**config.mk**
```make
export PLATFORM = sky130hd
export DESIGN_NAME = sh_mem_banked
export DESIGN_NICKNAME = d
export VERILOG_FILES = /design/src/rtl/sh_mem_banked_pkg.sv /design/src/rtl/sh_mem_banked_rr_arbiter.sv /design/src/rtl/sh_mem_banked.sv
export SDC_FILE = /design/constraint.sdc
export NUM_CORES = 2
export LEC_CHECK = 0
export BUFFER_PORTS_ARGS = -buffer_cell sky130_fd_sc_hd__buf_4
export CORE_ASPECT_RATIO = 0.75
export CORE_UTILIZATION = 45
export DETAILED_ROUTE_END_ITERATION = 16
export HOLD_SLACK_MARGIN = 0.15
export PLACE_DENSITY_LB_ADDON = 0.3
export SLEW_MARGIN = 40
export SYNTH_ARGS = -nofsm -noshare
export SYNTH_HDL_FRONTEND = slang
export SYNTH_SLANG_ARGS = --single-unit
```
**constraint.sdc**
```tcl
create_clock -name clk -period 13.9 [get_ports clk]
set_input_delay 2.78 -clock clk [delete_from_list [all_inputs] [get_ports clk]]
set_output_delay 2.78 -clock clk [all_outputs]
set_load 0.1 [all_outputs]
```
**src/rtl/sh_mem_banked_pkg.sv**
```systemverilog
// sh_mem_banked_pkg: shared opcodes, enable width and default widths for the shared memory bus
package sh_mem_banked_pkg;
  localparam int ENABLE_SIZE = 2;
  localparam logic [ENABLE_SIZE-1:0] IDLE  = 2'b00;
  localparam logic [ENABLE_SIZE-1:0] READ  = 2'b01;
  localparam logic [ENABLE_SIZE-1:0] WRITE = 2'b10;
  localparam int DEF_NUM_PORTS = 4;
  localparam int DEF_REG_SIZE  = 8;
  localparam int DEF_ADDR_SIZE = 8;
  localparam int DEF_NUM_BANKS = 2;
  function automatic logic is_access(input logic [ENABLE_SIZE-1:0] op);
    return op == READ || op == WRITE;
  endfunction
endpackage

```
**src/rtl/sh_mem_banked_rr_arbiter.sv**
```systemverilog
// rr_arbiter: round-robin one-hot grant; pointer holds the last granted port and moves only on a grant
module rr_arbiter #(
  parameter int NUM_PORTS = 4
) (
  input  logic                 clk,
  input  logic                 reset,
  input  logic [NUM_PORTS-1:0] req,
  output logic [NUM_PORTS-1:0] grant
);
  localparam int PW = NUM_PORTS > 1 ? $clog2(NUM_PORTS) : 1;
  logic [PW-1:0] ptr_q, ptr_d, idx;
  logic found;
  always_comb begin
    grant = '0;
    ptr_d = ptr_q;
    found = 1'b0;
    idx   = '0;
    for (int k = 1; k <= NUM_PORTS; k++) begin
      idx = PW'((int'(ptr_q) + k) % NUM_PORTS);
      if (!found && req[idx]) begin
        found      = 1'b1;
        grant[idx] = 1'b1;
        ptr_d      = idx;
      end
    end
  end
  always_ff @(posedge clk) ptr_q <= reset ? PW'(NUM_PORTS - 1) : ptr_d;
endmodule

```
**src/rtl/sh_mem_banked.sv**
```systemverilog
// sh_mem_banked: multi-port shared memory split into address-interleaved banks, one round-robin arbiter per bank
module sh_mem_banked
  import sh_mem_banked_pkg::*;
#(
  parameter int NUM_PORTS = DEF_NUM_PORTS,
  parameter int REG_SIZE  = DEF_REG_SIZE,
  parameter int ADDR_SIZE = DEF_ADDR_SIZE,
  parameter int NUM_BANKS = DEF_NUM_BANKS
) (
  input  logic                            clk,
  input  logic                            reset,
  input  logic [NUM_PORTS*ENABLE_SIZE-1:0] enable,
  input  logic [NUM_PORTS*ADDR_SIZE-1:0]   addr,
  input  logic [NUM_PORTS*REG_SIZE-1:0]    wr_data,
  output logic [NUM_PORTS*REG_SIZE-1:0]    rd_data,
  output logic [NUM_PORTS-1:0]             ready
);
  localparam int BB    = $clog2(NUM_BANKS);
  localparam int IW    = ADDR_SIZE > BB ? ADDR_SIZE - BB : 1;
  localparam int DEPTH = (2 ** ADDR_SIZE) / NUM_BANKS;
  logic [NUM_PORTS-1:0]          req [NUM_BANKS];
  logic [NUM_PORTS-1:0]          gnt [NUM_BANKS];
  logic [REG_SIZE-1:0]           bank_rd [NUM_BANKS];
  logic [NUM_PORTS-1:0]          ready_q, ready_d;
  logic [NUM_PORTS*REG_SIZE-1:0] rd_data_q, rd_data_d;
  // A port showing ready is masked so the requester gets a cycle to drop or change its opcode
  always_comb begin
    for (int b = 0; b < NUM_BANKS; b++) begin
      req[b] = '0;
      for (int i = 0; i < NUM_PORTS; i++)
        req[b][i] = !reset && !ready_q[i] && is_access(enable[i*ENABLE_SIZE +: ENABLE_SIZE])
                    && (int'(addr[i*ADDR_SIZE +: ADDR_SIZE]) % NUM_BANKS == b);
    end
  end
  for (genvar b = 0; b < NUM_BANKS; b++) begin : g_bank
    logic [REG_SIZE-1:0] mem [DEPTH];
    logic [IW-1:0]       idx;
    logic [REG_SIZE-1:0] wd;
    logic                wr;
    rr_arbiter #(.NUM_PORTS(NUM_PORTS)) u_arb (
      .clk   (clk),
      .reset (reset),
      .req   (req[b]),
      .grant (gnt[b])
    );
    always_comb begin
      idx = '0;
      wd  = '0;
      wr  = 1'b0;
      for (int i = 0; i < NUM_PORTS; i++)
        if (gnt[b][i]) begin
          idx = IW'(addr[i*ADDR_SIZE +: ADDR_SIZE] >> BB);
          wd  = wr_data[i*REG_SIZE +: REG_SIZE];
          wr  = enable[i*ENABLE_SIZE +: ENABLE_SIZE] == WRITE;
        end
    end
    assign bank_rd[b] = mem[idx];
    always_ff @(posedge clk) if (wr) mem[idx] <= wd;
  end
  always_comb begin
    ready_d   = '0;
    rd_data_d = rd_data_q;
    for (int b = 0; b < NUM_BANKS; b++)
      for (int i = 0; i < NUM_PORTS; i++)
        if (gnt[b][i]) begin
          ready_d[i] = 1'b1;
          if (enable[i*ENABLE_SIZE +: ENABLE_SIZE] == READ) rd_data_d[i*REG_SIZE +: REG_SIZE] = bank_rd[b];
        end
  end
  always_ff @(posedge clk) begin
    ready_q   <= reset ? '0 : ready_d;
    rd_data_q <= reset ? '0 : rd_data_d;
  end
  // Outputs are forced low for the whole reset cycle, which also swallows a pulse already in flight
  assign ready   = reset ? '0 : ready_q;
  assign rd_data = reset ? '0 : rd_data_q;
endmodule

```
==> impl_metrics.tcl <==
set metrics [dict create \
    outcome "finished clean" \
    cp.arrival_ns 10.20 \
    ant_nets 0 \
    final.period_utilization_pct 67.9 \
    number_of_antenna_violations_at_the_first_check_in_global_routing 17 \
    synth-warning-count 0 \
    synth_seq_area_share_pct 73.3 \
    cts_hold_repair.buffers 0 \
    finish.net_count 6192 \
    largest_buffer_count_on_any_clock_path 3 \
    crit_required_ns 14.66 \
    ys_seq_elements 2088 \
    worst_path_max_delay_cell "sky130_fd_sc_hd__a2111oi_0" \
    place.gp.congestion 0.970 \
    vias 58498 \
    post-route-worst-setup-slack_ns 4.46 \
    synth_async_sr_flop_share_pct 0 \
    grt_setup_unrepaired "false" \
    die_width_um 504 \
    drt_iter0_markers 10497 \
    finalWirelength_mm 292 \
    cp_max_fo 51 \
    numCtsBuffers 197 \
    rows 137 \
    setup_slack_placement_ns 3.68 \
    area_delta_synth_final_pct 13.1 \
    htree_num_levels 4 \
    cts_root_buffer "sky130_fd_sc_hd__clkbuf_16" \
    ios 110 \
    timing.clock.skew_ns 0.0564 \
    grt_start_max_net_pins 103 \
    synth.lib_cells_used.distinct 99 \
    critPathLaunchType "primary input" \
    crit_path_max_incr_delay_ns 0.81 \
    hold_viol_final 0 \
    setup.worst_path.class "primary input to flop" \
    final-setup-viol-count 0 \
    clock_sink_count 2088 \
    number_of_flops_mapped_to_enable_cells_by_yosys 2048 \
    maxClockFrequency_mhz 106 \
    clkTransAtPathRegs_ns 0.06 \
    cts.repair_timing.setup_buffer_count 0 \
    placement.io_buffers 109 \
    tritoncts "built" \
    final_util_pct 51.5 \
    timing_max_transition_violations_final 0 \
    post-synth-top-area-fraction_pct 72.4 \
    ys.flop_type "sky130_fd_sc_hd__edfxtp_1" \
    min_delay_path_depth 2 \
    firstDrtPassIters 12 \
    overflow_left_after_global_routing 0 \
    rr_worst_depth 19 \
    synth.cell_area_um2 85000 \
    synth.area.top_cells "sky130_fd_sc_hd__edfxtp_1, sky130_fd_sc_hd__nand2_1, sky130_fd_sc_hd__mux2i_1" \
    timing.critical_path.mode_cell "sky130_fd_sc_hd__buf_4" \
    final_period_demand_of_the_worst_path_ns 9.44 \
    final.setup.tns_ns 0 \
    worst-slew-pin-transition_ns 0.957 \
    wl_per_cell_um 33.3 \
    drv_cap 0 \
    core-area_um2 187000 \
    clock_network_latency_to_the_later_pin_of_the_worst_skew_pair_ns 0.86 \
    drive_above_1_share_pct 16.1 \
    yosysTopAreaCell "sky130_fd_sc_hd__edfxtp_1" \
    dp_hpwl_mm 178 \
    grt_pass1_wl_mm 410 \
    via_per_inst 6.67 \
    drc 0 \
    post_cts_resized 0 \
    first_global_vias 53856 \
    avgSynthCellArea_um2 14.2 \
    global_route.usage.total_pct 30.0 \
    fp.dieH_um 378 \
    slew-limit-headroom_pct 36.2 \
    start_util_pct 45.5 \
    die_area_um2 191000 \
    hold_path_class "flop to flop" \
    rrSetupSlack_ns 5.36 \
    cell_by_cell_listing_of_the_critical_path "buf_4 -> inv_1 -> ha_1 -> or4b_2 -> mux4_2 -> nor3_2 -> a211oi_4 -> buf_4 -> nor4_2 -> a21oi_4 -> buf_4 -> buf_4 -> nand2_1 -> buf_4 -> o221ai_1 -> o21ai_1 -> o221ai_1 -> a2111oi_0 -> nand3_1 -> nand4_1 -> o221a_1" \
    syn_nets 6089 \
    critical_path.endpoint_type "flop" \
    synthCells 5991 \
]
cells by family (layout without fill, tap and decap cells):
family | after synthesis | count (layout) | synth area share, %
AO/OA/AOI/OAI | 1465 | 1465 | 11.9
other | 0 | 5 | 0
buffers and inverters | 418 | 687 | 2.22
AND/OR/NAND/NOR | 1750 | 1750 | 8.95
XOR/XNOR | 2 | 2 | 0.0206
adder cells (fa/ha/maj) | 24 | 24 | 0.353
multiplexers | 244 | 244 | 3.24
flip-flops | 2088 | 2088 | 73.3
cells in the final DEF (no fill, tap or decap), types with 61 or more instances in the layout:
cell                        Yosys  layout
sky130_fd_sc_hd__buf_4         19     276
sky130_fd_sc_hd__o22ai_1      139     137
sky130_fd_sc_hd__a21oi_1      271     269
sky130_fd_sc_hd__a211oi_1      77      70
sky130_fd_sc_hd__nor2_1       424     222
sky130_fd_sc_hd__o21ai_0      261     240
sky130_fd_sc_hd__clkbuf_16      0     200
sky130_fd_sc_hd__edfxtp_1    2048    2048
sky130_fd_sc_hd__nand2_1      845     836
sky130_fd_sc_hd__o211ai_1      65      65
sky130_fd_sc_hd__nor2_2         4     199
sky130_fd_sc_hd__mux2_2        61      61
sky130_fd_sc_hd__nand3_1      219     213
sky130_fd_sc_hd__mux2i_1      164     164
sky130_fd_sc_hd__a31oi_1      113     113
flip-flops by register name, indices dropped and copies added, names as in the netlist, named ones only:
name,count
g_bank.u_arb.ptr_q,4
g_bank.mem,2048
ready_q,4
through the flow:
| step | hold slack, ns | area, um^2 | instances |
|---|---|---|---|
| after floorplan | 0.498 | 85000 | 5991 |
| after global placement | 0.536 | 89100 | 8386 |
| after detailed placement | 0.542 | 89700 | 8396 |
| after CTS | 0.551 | 95800 | 8761 |
| after global routing | 0.587 | 96100 | 8762 |
| final | 0.552 | 96200 | 8767 |
cell type report:
class / count / area [um^2]
Fill cell: 15378 / 90700
Inverter: 17 / 63.8
Tap cell: 2502 / 3130
Clock buffer: 240 / 5180
Sequential cell: 2088 / 62300
Antenna cell: 5 / 12.5
Multi-Input combinational cell: 3485 / 22000
Timing Repair Buffer: 305 / 2510
Clock inverter: 125 / 992
cell usage after synthesis, drive strengths merged, types with 25 or more instances:
library cell and instances:
a2111oi 48, a211oi 82, a21oi 272, a221o 39
a221oi 60, a22oi 49, a311oi 25, a31oi 113
a32oi 30, and3 59, buf 228, clkbuf 173
dfxtp 40, edfxtp 2048, mux2 61, mux2i 164
nand2 847, nand3 219, nor2 429, nor2b 38
nor3 54, o211ai 66, o21ai 276, o221ai 54
o22ai 139
final timing paths:
| path | start | to |
|---|---|---|
| worst max-delay path | enable[6] | flop |
| worst min-delay path | flop | flop |
| worst max register to register | g_bank[1].u_arb.ptr_q[0]$_SDFFE_PP1P_ | flop |
| worst min register to register | flop | flop |
layer usage:
layer | routed length [um] | global-route usage (%) | share of wire (%)
met5 | 165 | 0 | 0.056
met4 | 9430 | 8.94 | 3.2
met3 | 52000 | 12.9 | 18
met2 | 117000 | 40.2 | 40
met1 | 113000 | 43.6 | 39
worst max-delay path: cells and delay by family:
| kind | cells | cell delay, ns |
|---|---|---|
| AOI/OAI and AO/OA | 7 | 1.69 |
| adders and majority gates | 1 | 0.35 |
| buffers and inverters | 6 | 1.70 |
| and+or+nand+nor | 6 | 2.97 |
| muxes | 1 | 0.59 |
Power is left out: the tool's default activity adds up to more than one toggle a clock period on the data nets, which glitch-free logic cannot reach.
